### src/rtl/alu_issue_stage.sv
// Three-stage ALU issue path: operation queue -> issue register (drives the external
// ALU) -> result register. Every output comes from a register.
module alu_issue_stage #(
    parameter int DEPTH = 4
) (
    input  logic                     clk,
    input  logic                     rst_n,
    input  logic                     in_valid,
    output logic                     in_ready,
    input  logic [7:0]               in_a,
    input  logic [7:0]               in_b,
    input  logic [3:0]               in_mode,
    output logic [7:0]               alu_a,
    output logic [7:0]               alu_b,
    output logic [3:0]               alu_mode,
    input  logic [7:0]               alu_s,
    output logic                     out_valid,
    input  logic                     out_ready,
    output logic [7:0]               out_result,
    output logic [3:0]               out_mode,
    output logic                     out_err,
    output logic [$clog2(DEPTH):0]   count,
    output logic [1:0]               dbgState
);
    // Handshakes: a transfer happens on a rising edge where valid and ready are both
    // high; valid never depends on ready, and in_ready depends only on the queue count.
    localparam int AW = $clog2(DEPTH);
    localparam logic [AW:0] FULL = (AW+1)'(DEPTH);

    typedef enum logic [1:0] {
        IDLE  = 2'd0,
        EXEC  = 2'd1,
        STALL = 2'd2
    } stateT;

    stateT          state;
    stateT          stateNext;
    logic [7:0]     memA    [DEPTH];
    logic [7:0]     memB    [DEPTH];
    logic [3:0]     memMode [DEPTH];
    logic [AW-1:0]  wrPtr;
    logic [AW-1:0]  rdPtr;
    logic           push;
    logic           pop;
    logic           advance;
    logic           notEmpty;
    logic           loadIssue;
    logic           loadResult;
    logic           unsupported;

    assign in_ready    = (count < FULL);
    assign push        = in_valid && in_ready;
    assign pop         = loadIssue;
    assign notEmpty    = (count != '0);
    assign advance     = !out_valid || out_ready;
    assign unsupported = |alu_mode[3:2];
    assign dbgState    = state;

    always_ff @(posedge clk or negedge rst_n) begin
        if (!rst_n) begin
            state <= IDLE;
        end else begin
            state <= stateNext;
        end
    end

    always_comb begin
        stateNext = state;
        case (state)
            IDLE: begin
                if (notEmpty) stateNext = EXEC;
            end
            EXEC, STALL: begin
                if (!advance)      stateNext = STALL;
                else if (notEmpty) stateNext = EXEC;
                else               stateNext = IDLE;
            end
            default: stateNext = IDLE;
        endcase
    end

    always_comb begin
        loadIssue  = 1'b0;
        loadResult = 1'b0;
        case (state)
            IDLE: begin
                loadIssue = notEmpty;
            end
            EXEC, STALL: begin
                loadResult = advance;
                loadIssue  = advance && notEmpty;
            end
            default: begin
                loadIssue  = 1'b0;
                loadResult = 1'b0;
            end
        endcase
    end

    // Pointers wrap for free because DEPTH is a power of two.
    always_ff @(posedge clk or negedge rst_n) begin
        if (!rst_n) begin
            wrPtr <= '0;
            rdPtr <= '0;
            count <= '0;
        end else begin
            if (push) wrPtr <= wrPtr + 1'b1;
            if (pop)  rdPtr <= rdPtr + 1'b1;
            count <= count + {{AW{1'b0}}, push} - {{AW{1'b0}}, pop};
        end
    end

    always_ff @(posedge clk) begin
        if (push) begin
            memA[wrPtr]    <= in_a;
            memB[wrPtr]    <= in_b;
            memMode[wrPtr] <= in_mode;
        end
    end

    always_ff @(posedge clk or negedge rst_n) begin
        if (!rst_n) begin
            alu_a    <= '0;
            alu_b    <= '0;
            alu_mode <= '0;
        end else if (loadIssue) begin
            alu_a    <= memA[rdPtr];
            alu_b    <= memB[rdPtr];
            alu_mode <= memMode[rdPtr];
        end
    end

    // Unsupported modes still flow through so ordering is preserved; the result is forced to zero.
    always_ff @(posedge clk or negedge rst_n) begin
        if (!rst_n) begin
            out_valid  <= 1'b0;
            out_result <= '0;
            out_mode   <= '0;
            out_err    <= 1'b0;
        end else if (loadResult) begin
            out_valid  <= 1'b1;
            out_result <= unsupported ? 8'h00 : alu_s;
            out_mode   <= alu_mode;
            out_err    <= unsupported;
        end else if (out_ready) begin
            out_valid  <= 1'b0;
        end
    end
endmodule

### config.mk
export PLATFORM = sky130hd
export DESIGN_NAME = alu_issue_stage
export DESIGN_NICKNAME = d
export VERILOG_FILES = /design/src/rtl/alu_issue_stage.sv
export SDC_FILE = /design/constraint.sdc
export NUM_CORES = 1
export LEC_CHECK = 0
export ABC_AREA = 1
export CAP_MARGIN = 20
export CORE_MARGIN = 5
export CORE_UTILIZATION = 53
export DETAILED_ROUTE_END_ITERATION = 7
export GPL_ROUTABILITY_DRIVEN = 0
export GPL_TIMING_DRIVEN = 0
export HOLD_SLACK_MARGIN = 0.02
export PLACE_DENSITY = 0.75
export SYNTH_ARGS = -nofsm -noshare
export SYNTH_HDL_FRONTEND = slang
export SYNTH_SLANG_ARGS = --single-unit
### constraint.sdc
create_clock -name clk -period 3.1 [get_ports clk]
set_input_delay 0.31 -clock clk [delete_from_list [all_inputs] [get_ports clk]]
set_output_delay 0.31 -clock clk [all_outputs]
set_load 0.03 [all_outputs]
# --- Word-level counts from Yosys, hierarchy flattened ---
# Memory sizes are Yosys's and may differ from the RTL's. A register that Yosys moved wholly into a read port is not among the register bits.
# Index checks and enable logic that the tools add are counted.
# W data, S select, Z words.
op_classes:
  addsub: 4
  order_cmp: 1
  eq_ne: 3
  mux: 11
  reduce_logical: 12
ops:
  columns: ["cell", "count"]
  rows:
  - ["$mux W8", 1]
  - ["$mux W1", 6]
  - ["$add A2 B1 Y2 const B", 2]
  - ["$logic_not A1 Y1", 4]
  - ["$mux W2", 2]
  - ["$pmux W2 S2", 1]
  - ["$reduce_or A2 Y1", 2]
  - ["$add A3 B1 Y3", 1]
  - ["$lt A3 B3 Y1 const B", 1]
  - ["$reduce_bool A3 Y1", 1]
  - ["$sub A3 B1 Y3", 1]
  - ["$eq A2 B1 Y1 const B", 1]
  - ["$eq A2 B2 Y1 const B", 1]
  - ["$logic_and A1 B1 Y1", 2]
  - ["$logic_not A2 Y1", 1]
  - ["$ne A2 B2 Y1 const B", 1]
  - ["$pmux W1 S2", 1]
  - ["$reduce_bool A2 Y1", 1]
  - ["$logic_or A1 B1 Y1", 1]
word_totals:
  register_bits: 23
  ramBits: 80
  inputBits: 32
  output_inout_bits: 40
  n_memories: 3
mem_list:
  columns: ["name", "depth", "width", "read_ports", "rd_clocked_by_memory_dff", "write_ports", "line", "source"]
  rows:
  - ["memA", 4, 8, 1, 1, 1, "38", "logic [7:0] memA [DEPTH];"]
  - ["memB", 4, 8, 1, 1, 1, "39", "logic [7:0] memB [DEPTH];"]
  - ["memMode", 4, 4, 1, 1, 1, "40", "logic [3:0] memMode [DEPTH];"]

# --- Logic depth before layout (Yosys ltp) ---
# Gate-level depths: netlist (run 1).
logic_depth:
  depth_word: 5
  mapped_depth: 13

# --- Least setup slack after synthesis (run 1) ---
# OpenSTA, ideal clock, no wires.
synth_path:
  path_type: "register to register"
  startpoint: "register state[0] (netlist: dbgState[0])"
  endpoint: "register count[2]"
  arrival_time_ps: 2499
  slack_ps: 464
  path_stages_with_launch: 14
  synth_period_minus_slack_ps: 2636
  cell_sequence: "dfrtp_1 > inv_1 > ha_1 > nand2_4 > nand2_4 > nand3_4 > buf_6 > inv_1 > ha_1 > inv_1 > ha_1 > fa_1 > xnor2_1 > xor2_1"
synth_via:
  elab_chain_len: 4
synth_lines:
  columns: ["element", "line", "source"]
  rows:
  - ["from (decl)", "36", "stateT state;"]
  - ["from (signal assigned)", "63", "state <= stateNext;"]
  - ["$eq A2 B1 Y1 / $eq A2 B2 Y1 (equally long branches)", "85", "case (state)"]
  - ["$reduce_or A2 Y1", "85", null]
  - ["$pmux W1 S2 *", "85", null]
  - ["net loadIssue", "47", "logic loadIssue;"]
  - ["$sub A3 B1 Y3 *", "109", "count <= count + {{AW{1'b0}}, push} - {{AW{1'b0}}, pop};"]
  - ["to (signal assigned)", "109", null]
  - ["to (decl)", "22", "output logic [$clog2(DEPTH):0] count,"]
# The timed path passes the listed nets; every way through them passes the cells marked *.
# A chain may end at the register's enable or synchronous reset.

# --- Final worst setup path (run 1) ---
# Same ends and word-level chain as after synthesis.

==> results of run 1 <==
-- cells in the final DEF, fill, tap and decap left out, drive strengths merged --
master         instances
dlygate4sd3            1
fa                     1
edfxtp                80
a21oi                  2
dfrtp                 43
bufinv                 2
nand4                  2
clkinv                 6
xnor2                  1
nor2                  10
inv                  102
nand3                 63
buf                   26
nand2                188
clkdlybuf4s50         70
o21ai                  2
clkinvlp               6
clkbuf                17
xor2                   2
nor3                   1
ha                     8
-- state kept, by name (all words and copies together), names as in the netlist, 2 cells and up --
name        count
count           3
out_mode        4
alu_a           8
dbgState        2
memA           32
wrPtr           2
memB           32
alu_b           8
out_result      8
memMode        16
rdPtr           2
alu_mode        4
-- worst min-delay path by stage --
stage / startpoint / end / slack, ns / cells after the start
floorplan: rst_n / alu_a[0] / 0.01 / 0
global placement: alu_a[2] / alu_a[2] / 0.46 / 2
detailed placement: rst_n / out_result[4] / 0.20 / 1
CTS: rst_n / alu_b[0] / 0.17 / 2
global route: rst_n / alu_b[2] / 0.23 / 2
finish: rst_n / out_result[4] / 0.20 / 2
-- kinds of logic (layout without fill, tap and decap cells) --
family	count (synthesis)	count (layout)
fa+ha+maj	9	9
xor+xnor	3	3
flops	123	123
compound gates	4	4
buf+inv	121	230
simple gates	264	264
-- critical path, delay by kind of cell, from the launching register on --
family | cells | cell delay (ns)
flops | 1 | 0.37
fa+ha+maj | 4 | 1.15
buf+inv | 4 | 0.30
simple gates | 3 | 0.32
xor+xnor | 2 | 0.34
-- routing by layer --
layer,wire [um],global-route usage [%]
met1,4530,24.5
met2,5930,35.9
met3,826,5.88
met4,183,9.26
met5,0,0
-- through the flow --
stage | hold WS, ns | area [um^2] | setup WS [ns] | power [W] | util, %
floorplan | 0.0144 | 5310 | 0.464 | 0.00451 | -
global placement | 0.461 | 6190 | 0.259 | 0.00549 | 63.3
detailed placement | 0.195 | 6270 | 0.452 | 0.00564 | 64.2
CTS | 0.170 | 6850 | 0.494 | 0.00752 | 70.0
global route | 0.229 | 6850 | 0.340 | 0.00798 | 70.0
finish | 0.200 | 6850 | 0.524 | 0.00746 | 70.0
-- power groups by stage --
stage	registers, W	clock network [W]	logic [W]
final	0.00241	0.00185	0.00320
after global routing	0.00246	0.00195	0.00356
after CTS	0.00241	0.00187	0.00323
after detailed placement	0.00244	0	0.00321
after global placement	0.00243	0	0.00306
after floorplan	0.00285	0	0.00166
-- area by class of cell --
type,instances,area (um^2)
Clock inverter,15,151
Inverter,101,382
Fill cell,694,2930
Sequential cell,123,3480
Tap cell,133,166
Multi-Input combinational cell,280,1310
Timing Repair Buffer,77,796
Clock buffer,17,414
Buffer,20,149
==> flow_summary.toml, run 1 <==
[run_status]
status = "finished clean"

[die]
die_y_um = 110
start_util_pct = 54.3
rows = 36
ios = 72
die_w_um = 110
die_area_um2 = 12100
core-area_um2 = 9770

[logic_synthesis]
yosysWarnings = 0
yosys.area.top_type = "edfxtp_1"
synthTopCellsByArea = "edfxtp_1 (45%), dfrtp_1 (20%), nand2_1 (13%)"
yosysMostFrequentCell = "nand2_1"
synth_edf_count = 80
synth_top_family_by_area = "simple AND/OR/NAND/NOR gates"
synth_nets = 565
synth_mux_area_share_pct = 0
synth.yosys.seq_area_share_pct = 65.5
synth_simple_gate_area_share_pct = 21.3
synthAdderAreaFrac_pct = 2.26
ys_async_sr_fraction_pct = 35.0
yosys-top-cells-count = "nand2_1 (184), inv_1 (97), edfxtp_1 (80)"
synthXorXnorAreaFrac_pct = 0.495
synth_top_area_share_pct = 45.3
synth_area_um2 = 5310
synth_cell_types = 24
netlist_instances = 524
synth-compound-area-share_pct = 0.448
ys_ff_latch = 123
ys.flop_type = "edfxtp_1"
avgSynthCellArea_um2 = 10.1

[worst_setup_path]
cp_slowest_cell = "dfrtp_1"
crit_end = "count[2]"
critPathKind = "flip-flop to flip-flop"
cp_max_fo = 10
crit_start = "dbgState[0]"
cp.arrival_ns = 3.02
endpoint_kind = "flip-flop"
setup.worst_path.start_class = "flip-flop"
reg2reg_to = "count[2]"
path_cells = "inv_1 -> ha_1 -> nand2_4 -> nand2_4 -> nand3_4 -> buf_6 -> inv_1 -> ha_1 -> inv_1 -> ha_1 -> fa_1 -> xnor2_1 -> xor2_1"
worstPathRequired_ns = 3.54
r2r_slack_ns = 0.52
rr_worst_depth = 13
r2r-start = "dbgState[0]"
slowest_delay_ns = 0.37

[clock_network]
post-cts-setup-buffers = 0
cts_hold_buf = 1
cts_resized = 0
htreeDepth = 4
clockRootBuffer = "clkbuf_8"
clk_latency_ns = 0.52
cts_tree = "built"
clk_pin_slew_ns = 0.06
clk_path_buf_depth = 2
clock-sinks = 123
cts_buffers = 17

[routing]
drt_iter0_drc = 206
routed_wl_um = 11500
dr.pass1.iters = 5
wl_per_cell_um = 15.0
drc = 0
num_vias = 3746
detail-route-antenna-nets = 0
via_per_inst = 4.89

[pwr]
power_density_nw_per_um2 = 1090
p_sw_share_pct = 39.2
power_frac_seq_pct = 32.3
p_int_w = 0.00453
p_leak_nw = 3.22
p_clk_share_pct = 24.8
combPwrFrac_pct = 42.9
p_switching_w = 0.00293
peakVddDrop_mv = 0.509

[sta]
rsz0062_at_grt = "false"
period_needed_ns = 2.58
finalSetupViolCount = 0
fmax_ghz = 0.388
maxSlewHeadroom_pct = 44.6
skew_ns = 0.00852
setup_tns_ns = 0
finalCritPeriodShare_pct = 83.1
slew_violations = 0
max_slew.worst_pin.slew_ns = 0.829
finalHoldViolations = 0

[global_routing]
grt-ovfl-total = 0
grt_first_pass_wirelength_um = 18700
grt_usage_pct = 20.9
grt_max_degree = 36
antenna_found_initial = 0
grt_pass1_vias = 3917

[finish]
syn_to_final_growth_pct = 29.0
final_nets = 661
drive_gt1_share_pct = 11.7
final_cells = 766
diodes = 0

[job]
maxCapViolCount = 0

[placed_design]
place.port_buffers = 71
dp.cells = 733
dpl.hpwl_um = 7660

[worst_hold_path]
hold_path_class = "primary input to async pin"
Note: power is estimated with default switching activity, not from simulation.
==> run 2: changes to the inputs <==
- clock period: 3.1 -> 2.7 ns (I/O delays scaled with it)
==> flow_summary.toml, run 2 (synthesized netlist as in run 1, its figures left out) <==
[sta]
maxSlewHeadroom_pct = 47.2
finalSetupViolCount = 0
period_needed_ns = 2.52
max_slew.worst_pin.slew_ns = 0.792
finalHoldViolations = 0
rsz0062_at_grt = "false"
holdWs_ns = 0.161
setup_ws_ns = 0.176
slew_violations = 0
skew_ns = 0.00923
fmax_ghz = 0.396
finalCritPeriodShare_pct = 93.5

[worst_setup_path]
slowest_delay_ns = 0.37
cp_slowest_cell = "dfrtp_1"
worstPathRequired_ns = 3.14
path_cells = "inv_1 -> ha_1 -> nand2_4 -> nand2_4 -> nand3_4 -> buf_6 -> inv_1 -> ha_1 -> inv_1 -> ha_1 -> fa_1 -> xnor2_1 -> xor2_1"
setup.worst_path.start_class = "flip-flop"
endpoint_kind = "flip-flop"
cp_max_fo = 10
critPathKind = "flip-flop to flip-flop"
cp.arrival_ns = 2.96
rr_worst_depth = 13

[die]
core-area_um2 = 9770
die_y_um = 110
die_w_um = 110
rows = 36
die_area_um2 = 12100
ios = 72
start_util_pct = 54.3

[clock_network]
htreeDepth = 4
clk_latency_ns = 0.52
cts_tree = "built"
clk_pin_slew_ns = 0.06
clk_path_buf_depth = 2
cts_buffers = 17
clockRootBuffer = "clkbuf_8"
clock-sinks = 123

[finish]
final_nets = 662
final_cell_mix = "nand2_1 (184), inv_1 (97), edfxtp_1 (80)"
drive_gt1_share_pct = 11.8
final_common_cell = "nand2_1"
top_regs = "memA: 32 flops, memB: 32 flops, memMode: 16 flops"
n_fill_cell = 694
diodes = 0
multiInputGateArea_um2 = 1310
syn_to_final_growth_pct = 29.1
register_area_um2 = 3480

[routing]
detail-route-antenna-nets = 0
dr.pass1.iters = 5
drc = 0
via_per_inst = 4.89
wl_per_cell_um = 15.0
routed_wl_um = 11500
num_vias = 3752
drt_iter0_drc = 206

[global_routing]
grt-ovfl-total = 0
antenna_found_initial = 0
grt_usage_pct = 20.9
grt_first_pass_wirelength_um = 18700
grt_max_degree = 36
grt_pass1_vias = 3917

[pwr]
p_leak_nw = 3.22
power_frac_seq_pct = 32.2
power_density_nw_per_um2 = 1250
p_sw_share_pct = 39.3
p_clk_share_pct = 24.8
p_switching_w = 0.00337
combPwrFrac_pct = 43.0
p_int_w = 0.00522
peakVddDrop_mv = 0.583
power_w = 0.00859

[placed_design]
dpl.hpwl_um = 7660
place_ws_ns = 0.0921
place.port_buffers = 71

[run_status]
status = "finished clean"

[worst_hold_path]
hold_path_class = "primary input to async pin"

[job]
maxCapViolCount = 0
run 2: worst max-delay path, delay by kind of cell, from the launching register on:
family | cells | cell delay, ns
fa+ha+maj | 4 | 1.16
buf+inv | 4 | 0.30
flops | 1 | 0.37
xor+xnor | 2 | 0.34
simple gates | 3 | 0.27
run 2: layout make-up:
cell class | count | area share [%]
flip-flops and latches | 123 | 50.7
multi-input cells | 280 | 19.1
repair buffers | 78 | 11.7
clock buffers | 17 | 6.04
inverters | 101 | 5.57
well taps | 133 | 2.43
clock inverters | 15 | 2.21
plain buffers | 20 | 2.17
run 2: path summary, 6_finish.rpt:
check                              startpoint            end  slack [ns]
min in group clk                     alu_s[4]  out_result[4]        0.29
worst max register to register    dbgState[0]       count[2]        0.18
worst max-delay path              dbgState[0]       count[2]        0.18
max in group asynchronous               rst_n       wrPtr[1]        2.07
worst min register to register  out_result[0]  out_result[0]        0.48
worst min-delay path                    rst_n  out_result[4]        0.16
run 2: timing repair:
| item | in CTS | in global routing |
|---|---|---|
| endpoints found under the setup margin | 0 | 1 |
| hold buffers | 1 | 0 |
| resized for setup | 0 | 0 |
| setup buffers | 0 | 1 |
| endpoints found under the hold margin | 43 | 0 |
run 2: power by group through the flow:
| stage | sequential, W | clock, W | combinational, W |
|---|---|---|---|
| 6_report | 0.00277 | 0.00213 | 0.00369 |
| 2_1_floorplan | 0.00327 | 0 | 0.00191 |
| 3_3_place_gp | 0.00279 | 0 | 0.00351 |
| 5_1_grt | 0.00283 | 0.00224 | 0.00410 |
| 4_1_cts | 0.00277 | 0.00215 | 0.00371 |
| 3_5_place_dp | 0.00280 | 0 | 0.00368 |
run 2: through the flow:
step / instances / instance area [um^2] / setup TNS, ns / util (%)
finish: 767 / 6850 / 0 / 70.1
global route: 767 / 6850 / 0 / 70.1
CTS: 766 / 6850 / 0 / 70.0
global placement: 728 / 6190 / -6.73 / 63.3
floorplan: 524 / 5310 / 0 / -
detailed placement: 733 / 6270 / 0 / 64.2
run 2: routing by layer:
layer | up-vias | GRT usage (%) | share of wire [%]
met1 | 1777 | 24.5 | 40
met4 | 0 | 9.26 | 1.7
li1 | 1823 | - | -
met3 | 18 | 5.88 | 7.0
met2 | 134 | 35.9 | 51
met5 | - | 0 | 0
==> run 3: changes to the inputs <==
- SLEW_MARGIN: default -> 0
==> results of run 3 <==
Final layout, timing and power as in run 2 (identical DEF).
